**config.mk**
```make
export PLATFORM = sky130hd
export DESIGN_NAME = adc_reg_readback_flat
export DESIGN_NICKNAME = d
export VERILOG_FILES = /design/src/rtl/adc_reg_readback_pkg.sv /design/src/rtl/adc_reg_readback_if.sv /design/src/rtl/adc_spi_frame.sv /design/src/rtl/adc_reg_readback.sv /design/src/flat_wrapper.sv
export SDC_FILE = /design/constraint.sdc
export NUM_CORES = 1
export LEC_CHECK = 0
export CORE_MARGIN = 4
export CORE_UTILIZATION = 42
export DETAILED_ROUTE_END_ITERATION = 10
export GPL_TIMING_DRIVEN = 1
export PLACE_DENSITY = 0.69
export SYNTH_ARGS = -nofsm -noshare
export SYNTH_HDL_FRONTEND = slang
export SYNTH_SLANG_ARGS = --single-unit
```
**constraint.sdc**
```tcl
create_clock -name clk -period 3.3 [get_ports clk]
set_clock_uncertainty 0.15 [all_clocks]
set_input_delay 0.66 -clock clk [delete_from_list [all_inputs] [get_ports clk]]
set_output_delay 0.66 -clock clk [all_outputs]
set_load 0.02 [all_outputs]
```
**src/rtl/adc_reg_readback_pkg.sv**
```systemverilog
`default_nettype none
// +----------------------------------------------------------------------+
// | adc_rb_pkg                                                           |
// | Shared constants, state encoding and frame-word helper for the ADC   |
// | register readback engine.                                            |
// | Revision: 1.0                                                        |
// +----------------------------------------------------------------------+
package adc_rb_pkg;

    localparam int FRAME_BITS = 16;
    localparam int RD_BITS    = 8;

    localparam logic [7:0] RO_ON  = 8'h01;
    localparam logic [7:0] RO_OFF = 8'h00;

    typedef enum logic [2:0] {
        IDLE  = 3'd0,
        SETUP = 3'd1,
        SHIFT = 3'd2,
        GAPW  = 3'd3,
        FIN   = 3'd4
    } state_t;

    // Word sent in each frame of a read: enable readout, read, disable readout.
    function automatic logic [FRAME_BITS-1:0] frame_word(
        input logic [1:0] idx,
        input logic [7:0] ro_reg,
        input logic [7:0] rd_addr
    );
        logic [FRAME_BITS-1:0] w;
        case (idx)
            2'd0:    w = {ro_reg, RO_ON};
            2'd1:    w = {rd_addr, 8'h00};
            default: w = {ro_reg, RO_OFF};
        endcase
        return w;
    endfunction

endpackage
`default_nettype wire

```
**src/rtl/adc_reg_readback_if.sv**
```systemverilog
`default_nettype none
// +----------------------------------------------------------------------+
// | adc_reg_readback_if                                                  |
// | Request/result handshake plus ADC serial pins of the readback engine.|
// | Revision: 1.0                                                        |
// +----------------------------------------------------------------------+
interface adc_reg_readback_if;
    import adc_rb_pkg::*;

    logic                 start;
    logic [7:0]           addr;
    logic                 busy;
    logic                 done;
    logic [RD_BITS-1:0]   rdata;
    logic                 sen;
    logic                 sclk;
    logic                 sdata;
    logic                 sdout;

    modport master (
        output start, addr, sdout,
        input  busy, done, rdata, sen, sclk, sdata
    );

    modport slave (
        input  start, addr, sdout,
        output busy, done, rdata, sen, sclk, sdata
    );

endinterface
`default_nettype wire

```
**src/rtl/adc_spi_frame.sv**
```systemverilog
`default_nettype none
// +----------------------------------------------------------------------+
// | adc_spi_frame                                                        |
// | Single 16-bit SEN/SCLK/SDATA frame with capture of the last 8 SDOUT  |
// | bits. ADC_RB_SYNC_EN adds a 2-flop SDOUT synchronizer.               |
// | Revision: 1.0                                                        |
// +----------------------------------------------------------------------+
module adc_spi_frame
    import adc_rb_pkg::*;
#(
    parameter int CLKDIV = 4
) (
    input  wire logic                  clk,
    input  wire logic                  rst_n,
    input  wire logic                  i_go,
    input  wire logic                  i_cap_en,
    input  wire logic [FRAME_BITS-1:0] i_word,
    input  wire logic                  i_sdout,
    output logic                       o_sen,
    output logic                       o_sclk,
    output logic                       o_sdata,
    output logic [RD_BITS-1:0]         o_tail,
    output logic                       o_shifting,
    output logic                       o_frame_done
);

    localparam logic [7:0] DIV_LAST = 8'(CLKDIV - 1);

    generate
        if (CLKDIV < 2 || CLKDIV > 255) begin : g_clkdiv_range
            $error("adc_spi_frame: CLKDIV must be in 2..255");
        end
    endgenerate

    logic w_sample;

`ifdef ADC_RB_SYNC_EN
    localparam logic [7:0] CAP_DIV = 8'd2;

    generate
        if (CLKDIV < 3) begin : g_sync_clkdiv_chk
            $error("adc_spi_frame: ADC_RB_SYNC_EN requires CLKDIV >= 3");
        end
    endgenerate

    logic [1:0] sync_q;
    always_ff @(posedge clk or negedge rst_n) begin
        if (!rst_n) sync_q <= 2'b00;
        else        sync_q <= {sync_q[0], i_sdout};
    end
    assign w_sample = sync_q[1];
`else
    localparam logic [7:0] CAP_DIV = 8'd0;
    assign w_sample = i_sdout;
`endif

    state_t                 st_q, st_d;
    logic [7:0]             div_q, div_d;
    logic [4:0]             half_q, half_d;
    logic [FRAME_BITS-1:0]  word_q, word_d;
    logic [RD_BITS-1:0]     tail_q, tail_d;
    logic                   sen_q, sen_d;
    logic                   sclk_q, sclk_d;
    logic                   sdata_q, sdata_d;
    logic                   w_div_end;
    logic                   w_capture;

    assign w_div_end = (div_q == DIV_LAST);
    // half_q[4] marks periods 8..15, i.e. the data byte of the frame.
    assign w_capture = i_cap_en && (st_q == SHIFT) && sclk_q && half_q[4] && (div_q == CAP_DIV);

    always_ff @(posedge clk or negedge rst_n) begin
        if (!rst_n) begin
            st_q    <= IDLE;
            div_q   <= 8'd0;
            half_q  <= 5'd0;
            word_q  <= '0;
            tail_q  <= '0;
            sen_q   <= 1'b1;
            sclk_q  <= 1'b0;
            sdata_q <= 1'b0;
        end else begin
            st_q    <= st_d;
            div_q   <= div_d;
            half_q  <= half_d;
            word_q  <= word_d;
            tail_q  <= tail_d;
            sen_q   <= sen_d;
            sclk_q  <= sclk_d;
            sdata_q <= sdata_d;
        end
    end

    always_comb begin
        st_d         = st_q;
        div_d        = div_q;
        half_d       = half_q;
        word_d       = word_q;
        tail_d       = tail_q;
        sen_d        = sen_q;
        sclk_d       = sclk_q;
        sdata_d      = sdata_q;
        o_frame_done = 1'b0;

        if (w_capture) tail_d = {tail_q[RD_BITS-2:0], w_sample};

        case (st_q)
            IDLE: begin
                if (i_go) begin
                    st_d    = SETUP;
                    div_d   = 8'd0;
                    sen_d   = 1'b0;
                    sclk_d  = 1'b0;
                    sdata_d = i_word[FRAME_BITS-1];
                    word_d  = {i_word[FRAME_BITS-2:0], 1'b0};
                end
            end
            SETUP: begin
                if (w_div_end) begin
                    st_d   = SHIFT;
                    div_d  = 8'd0;
                    half_d = 5'd0;
                    sclk_d = 1'b1;
                end else begin
                    div_d = div_q + 8'd1;
                end
            end
            SHIFT: begin
                if (!w_div_end) begin
                    div_d = div_q + 8'd1;
                end else begin
                    div_d  = 8'd0;
                    half_d = half_q + 5'd1;
                    sclk_d = ~sclk_q;
                    if (sclk_q) begin
                        sdata_d = word_q[FRAME_BITS-1];
                        word_d  = {word_q[FRAME_BITS-2:0], 1'b0};
                    end
                    if (half_q == 5'd31) begin
                        st_d         = IDLE;
                        sen_d        = 1'b1;
                        sclk_d       = 1'b0;
                        sdata_d      = 1'b0;
                        o_frame_done = 1'b1;
                    end
                end
            end
            default: st_d = IDLE;
        endcase
    end

    assign o_sen      = sen_q;
    assign o_sclk     = sclk_q;
    assign o_sdata    = sdata_q;
    assign o_tail     = tail_q;
    assign o_shifting = (st_q == SHIFT);

endmodule
`default_nettype wire

```
**src/rtl/adc_reg_readback.sv**
```systemverilog
`default_nettype none
// +----------------------------------------------------------------------+
// | adc_reg_readback                                                     |
// | Three-frame ADC register read (enable readout, read, disable) that   |
// | returns the 8-bit value. Optional macro: ADC_RB_SYNC_EN.             |
// | Revision: 1.0                                                        |
// +----------------------------------------------------------------------+
module adc_reg_readback
    import adc_rb_pkg::*;
#(
    parameter int         CLKDIV = 4,
    parameter int         GAP    = 8,
    parameter logic [7:0] RO_REG = 8'h00
) (
    input  wire logic          clk,
    input  wire logic          rst_n,
    adc_reg_readback_if.slave  bus
);

    localparam logic [15:0] GAP_LAST     = 16'(GAP - 1);
    localparam logic [15:0] GAP_FIN_LAST = 16'(GAP - 2);

    generate
        if (GAP < 1) begin : g_gap_chk
            $error("adc_reg_readback: GAP must be at least 1");
        end
    endgenerate

    state_t                 state_q, state_d;
    logic [1:0]             fcnt_q, fcnt_d;
    logic [15:0]            gcnt_q, gcnt_d;
    logic [7:0]             addr_q, addr_d;
    logic [RD_BITS-1:0]     rdata_q, rdata_d;
    logic                   busy_q, busy_d;
    logic                   done_q, done_d;

    logic                   w_go;
    logic [FRAME_BITS-1:0]  w_word;
    logic [RD_BITS-1:0]     w_tail;
    logic                   w_shifting;
    logic                   w_frame_done;
    logic                   w_sen, w_sclk, w_sdata;

    // Word is selected from the next frame index so it is valid on the go cycle.
    assign w_word = frame_word(fcnt_d, RO_REG, addr_q);

    adc_spi_frame #(
        .CLKDIV (CLKDIV)
    ) u_frame (
        .clk          (clk),
        .rst_n        (rst_n),
        .i_go         (w_go),
        .i_cap_en     (fcnt_q == 2'd1),
        .i_word       (w_word),
        .i_sdout      (bus.sdout),
        .o_sen        (w_sen),
        .o_sclk       (w_sclk),
        .o_sdata      (w_sdata),
        .o_tail       (w_tail),
        .o_shifting   (w_shifting),
        .o_frame_done (w_frame_done)
    );

    always_ff @(posedge clk or negedge rst_n) begin
        if (!rst_n) begin
            state_q <= IDLE;
            fcnt_q  <= 2'd0;
            gcnt_q  <= 16'd0;
            addr_q  <= 8'h00;
            rdata_q <= '0;
            busy_q  <= 1'b0;
            done_q  <= 1'b0;
        end else begin
            state_q <= state_d;
            fcnt_q  <= fcnt_d;
            gcnt_q  <= gcnt_d;
            addr_q  <= addr_d;
            rdata_q <= rdata_d;
            busy_q  <= busy_d;
            done_q  <= done_d;
        end
    end

    always_comb begin
        state_d = state_q;
        fcnt_d  = fcnt_q;
        gcnt_d  = gcnt_q;
        addr_d  = addr_q;
        w_go    = 1'b0;

        case (state_q)
            IDLE: begin
                if (bus.start) begin
                    addr_d  = bus.addr;
                    fcnt_d  = 2'd0;
                    w_go    = 1'b1;
                    state_d = SETUP;
                end
            end
            SETUP: begin
                if (w_shifting) state_d = SHIFT;
            end
            SHIFT: begin
                if (w_frame_done) begin
                    gcnt_d = 16'd0;
                    // FIN doubles as the last cycle of the trailing gap.
                    if (fcnt_q == 2'd2 && GAP == 1) state_d = FIN;
                    else                            state_d = GAPW;
                end
            end
            GAPW: begin
                gcnt_d = gcnt_q + 16'd1;
                if (fcnt_q == 2'd2) begin
                    if (gcnt_q == GAP_FIN_LAST) state_d = FIN;
                end else if (gcnt_q == GAP_LAST) begin
                    fcnt_d  = fcnt_q + 2'd1;
                    w_go    = 1'b1;
                    state_d = SETUP;
                end
            end
            FIN: begin
                fcnt_d  = 2'd0;
                state_d = IDLE;
            end
            default: state_d = IDLE;
        endcase

        if (fcnt_q == 2'd3) begin
            state_d = IDLE;
            fcnt_d  = 2'd0;
            w_go    = 1'b0;
        end

        busy_d  = (state_d == SETUP) || (state_d == SHIFT) || (state_d == GAPW);
        done_d  = (state_d == FIN);
        rdata_d = (state_d == FIN) ? w_tail : rdata_q;
    end

    assign bus.busy  = busy_q;
    assign bus.done  = done_q;
    assign bus.rdata = rdata_q;
    assign bus.sen   = w_sen;
    assign bus.sclk  = w_sclk;
    assign bus.sdata = w_sdata;

endmodule
`default_nettype wire

```
**src/flat_wrapper.sv**
```systemverilog
// flat-port wrapper written by rule: the top's interface ports become plain ports
module adc_reg_readback_flat import adc_rb_pkg::*;
#(
    parameter int         CLKDIV = 4,
    parameter int         GAP    = 8,
    parameter logic [7:0] RO_REG = 8'h00
)
  (clk, rst_n, bus_start, bus_addr, bus_sdout, bus_busy, bus_done, bus_rdata, bus_sen, bus_sclk, bus_sdata);
  adc_reg_readback_if bus_i ();
  input  wire logic clk;
  input  wire logic rst_n;
  input wire logic [$bits(bus_i.start)-1:0] bus_start;
  input wire logic [$bits(bus_i.addr)-1:0] bus_addr;
  input wire logic [$bits(bus_i.sdout)-1:0] bus_sdout;
  output wire logic [$bits(bus_i.busy)-1:0] bus_busy;
  output wire logic [$bits(bus_i.done)-1:0] bus_done;
  output wire logic [$bits(bus_i.rdata)-1:0] bus_rdata;
  output wire logic [$bits(bus_i.sen)-1:0] bus_sen;
  output wire logic [$bits(bus_i.sclk)-1:0] bus_sclk;
  output wire logic [$bits(bus_i.sdata)-1:0] bus_sdata;
  assign bus_i.start = bus_start;
  assign bus_i.addr = bus_addr;
  assign bus_i.sdout = bus_sdout;
  assign bus_busy = bus_i.busy;
  assign bus_done = bus_i.done;
  assign bus_rdata = bus_i.rdata;
  assign bus_sen = bus_i.sen;
  assign bus_sclk = bus_i.sclk;
  assign bus_sdata = bus_i.sdata;
  adc_reg_readback #(.CLKDIV(CLKDIV), .GAP(GAP), .RO_REG(RO_REG)) u_core (.clk(clk), .rst_n(rst_n), .bus(bus_i));
endmodule
```
==> impl_results.md <==
- Status: completed
- Per-instance average area after synthesis: 10.7 um^2
- Via-per-instance ratio: 5.61
- Chip width: 106 um
- Share of post-route cells with drive strength above 1: 16.3%
- Final setup margin: 0.581 ns
- Average routed wire per standard cell: 15.5 um
- Antenna violations before repair: 0
- Critical Setup Path Class: reg2reg
- Setup TNS: 0 ns
- Share of the synthesized area in the top cell type: 49.1%
- Count of antenna diodes in the layout: 0
- Remaining number of nets flagged by the antenna check after routing: 0
- Clock buffer depth: 2
- Portion of the clock cycle consumed by the worst path in the final layout: 82.4%
- Relative area change from synthesis to final layout: 14.0%
- Headroom to the max-slew limit: 34.8%
- Final min period: 2.72 ns
- Number of cells on the worst reg-to-reg path: 7
- Synthesized Nets: 403
- Post-layout nets: 432
- Number of detailed-route iterations in the first pass: 4
- Sequential element share of the synthesized area: 49.7%
- Number of top-level design ports: 25
- Maximum fanout along the worst path: 13
- Starting density of the core: 43.4%
- Number of filler cells placed in the layout: 877
- Worst slew pin tran: 0.978 ns
- Number of enable flip-flop cells after synthesis: 0
- DRC violations left: 0
- Leakage power total: 1.96 nW
- Global route overflow: 0
- Post-CTS Setup Bufs: 0
- Endpoints failing hold: 0
- Post-synthesis instance area: 4030 um^2
- Synth async-reset ratio: 100%
- Number of placement rows: 35
- TritonCTS sink count: 80
- RSZ-0062 raised after global routing: no
- Total length of routed wires: 8.35 mm
- CTS tree: yes
- Max Cap Violations: 0
- Power density over the cells: 708 nW/um^2
- Layout Cell Area excl Fill: 4590 um^2
- Max Clock Freq: 368 MHz
- Vias in the first global route: 2884
- Quantity of I/O buffers inserted on ports: 24
- Most area-consuming cells after synthesis: sky130_fd_sc_hd__dfrtp_1, sky130_fd_sc_hd__mux2_2, sky130_fd_sc_hd__ha_1
- Synth Instances: 377
- Count of hold buffers inserted by post-cts repair: 0
- Number of buffers created by CTS: 9
- Hold_ws: 0.309 ns
- Post-CTS Resized: 0
- Clock-pin slew on the worst setup and hold paths: 0.09 ns
- GRT Total Usage: 15.7%
- Dpl ws: 0.620 ns
- Main flop type after synthesis: sky130_fd_sc_hd__dfrtp_1
- Synthesis-stage register bit count: 80
- Deepest level of the CTS H-tree: 3
- Data required, critical path: 3.37 ns
- Global-route wire length before repair: 14.2 mm
- Initial DRC Count: 117
- Data arrival time of the critical path: 2.79 ns
- Maximum number of pins on one net before global-route repair: 81
- Global placer's final weighted congestion: 0.795
- Clock latency on the worst-skew pair: 0.36 ns
- Final number of max-transition violations: 0
- Floorplan die height: 106 um
- Total via count in the routed design: 3027
- Critical path startpoint category: register
- Die area: 11200 um^2
- Detail Placement HPWL: 5.83 mm
- Nature of the critical path endpoint: register
- Setup violations, final: 0
- Class of the most critical hold timing path: in2async
- Largest area contributor in the synthesized netlist: sky130_fd_sc_hd__dfrtp_1
- Synth warnings: 0
- Core ar.: 9280 um^2
- DP Area: 4420 um^2
- Number of library cell types mapped by synthesis: 56
- Worst supply voltage drop on vdd: 0.000329 V
- Buffer type at the clock tree root: sky130_fd_sc_hd__clkbuf_8
## area by class of cell
cell class | instances | area (um^2) | area share (%)
Sequential cell | 80 | 2000 | 43.6
Timing Repair Buffer | 30 | 283 | 6.15
Inverter | 16 | 60.1 | 1.31
Multi-Input combinational cell | 269 | 1910 | 41.7
Clock inverter | 6 | 45.0 | 0.980
Clock buffer | 10 | 128 | 2.78
Tap cell | 129 | 161 | 3.51
## cells in the mapped netlist, drive strengths merged, types with 7 or more instances
library cell,instances
ha,14
nor2,19
o211ai,10
o21ai,31
nand3,15
clkbuf,8
nor4,8
a22o,9
a21oi,25
nand2,34
a31oi,10
and3,7
mux2,28
inv,16
or3,7
dfrtp,79
## sequential cells by signal, indices dropped and copies added, names as in the netlist, 2 cells and up
register	count
u_core.u_frame.word_q	15
u_core.u_frame.half_q	5
u_core.u_frame.st_q	2
u_core.state_q	3
u_core.bus.rdata	8
u_core.fcnt_q	2
u_core.u_frame.div_q	8
u_core.addr_q	8
u_core.u_frame.o_tail	8
u_core.gcnt_q	16
## cells by family after synthesis
family | count (synthesis) | share of synthesized area, %
fa+ha+maj | 14 | 4.35
flops | 80 | 49.7
compound gates | 101 | 16.3
buf+inv | 28 | 2.79
mux | 34 | 9.31
xor+xnor | 2 | 0.435
simple gates | 118 | 17.1
## stage by stage
stage / total power, mW / util [%] / instances
floorplan: 2.27 / - / 377
global placement: 2.56 / 47.6 / 524
detailed placement: 2.62 / 47.6 / 524
CTS: 3.27 / 49.5 / 540
global route: 3.50 / 49.5 / 540
finish: 3.25 / 49.5 / 540
## power by group
| group | leakage, nW | switching, mW | total (mW) | internal [mW] |
|---|---|---|---|---|
| Clock | 0.0789 | 0.380 | 0.655 | 0.276 |
| Combinational | 0.835 | 0.750 | 1.23 | 0.485 |
| Sequential | 1.05 | 0.184 | 1.36 | 1.18 |
| Total | 1.96 | 1.31 | 3.25 | 1.94 |
## per-layer routing
layer | part of all wire, % | global-route usage (%)
met2 | 45 | 23.5
met4 | 1.8 | 5.27
met1 | 49 | 22.5
met5 | 0 | 0
met3 | 4.4 | 3.83
## cell usage in the layout (no fill, tap or decap), types with 9 or more instances in the layout
cell type,n
sky130_fd_sc_hd__dfrtp_1,79
sky130_fd_sc_hd__nand2_1,33
sky130_fd_sc_hd__o21ai_0,29
sky130_fd_sc_hd__mux2_2,28
sky130_fd_sc_hd__a21oi_1,25
sky130_fd_sc_hd__clkdlybuf4s50_1,23
sky130_fd_sc_hd__nor2_1,19
sky130_fd_sc_hd__inv_1,16
sky130_fd_sc_hd__nand3_1,15
sky130_fd_sc_hd__ha_1,14
sky130_fd_sc_hd__o211ai_1,10
sky130_fd_sc_hd__a31oi_1,10
sky130_fd_sc_hd__a22o_1,9
sky130_fd_sc_hd__clkbuf_8,9
## path summary, 6_finish.rpt
| path | startpoint | end | slack [ns] |
|---|---|---|---|
| worst max register to register | u_core.fcnt_q[0] | u_core.u_frame.word_q[14] | 0.58 |
| worst max-delay path | u_core.fcnt_q[0] | u_core.u_frame.word_q[14] | 0.58 |
| min in group clk | u_core.u_frame.word_q[6] | u_core.u_frame.word_q[7] | 0.35 |
| worst min-delay path | rst_n | u_core.u_frame.div_q[5] | 0.31 |
| max in group asynchronous | rst_n | u_core.u_frame.word_q[15] | 2.07 |
| worst min register to register | u_core.u_frame.word_q[6] | u_core.u_frame.word_q[7] | 0.35 |
## critical path: stages (launching register included)
cell and delay, ns:
sky130_fd_sc_hd__dfrtp_1 0.47, sky130_fd_sc_hd__inv_1 0.09, sky130_fd_sc_hd__ha_1 0.23, sky130_fd_sc_hd__nand2b_1 0.18, sky130_fd_sc_hd__or2_1 0.34, sky130_fd_sc_hd__o311ai_4 0.57
sky130_fd_sc_hd__and2_0 0.41, sky130_fd_sc_hd__a31oi_1 0.14
No activity file was read; power rests on OpenSTA's default activity.
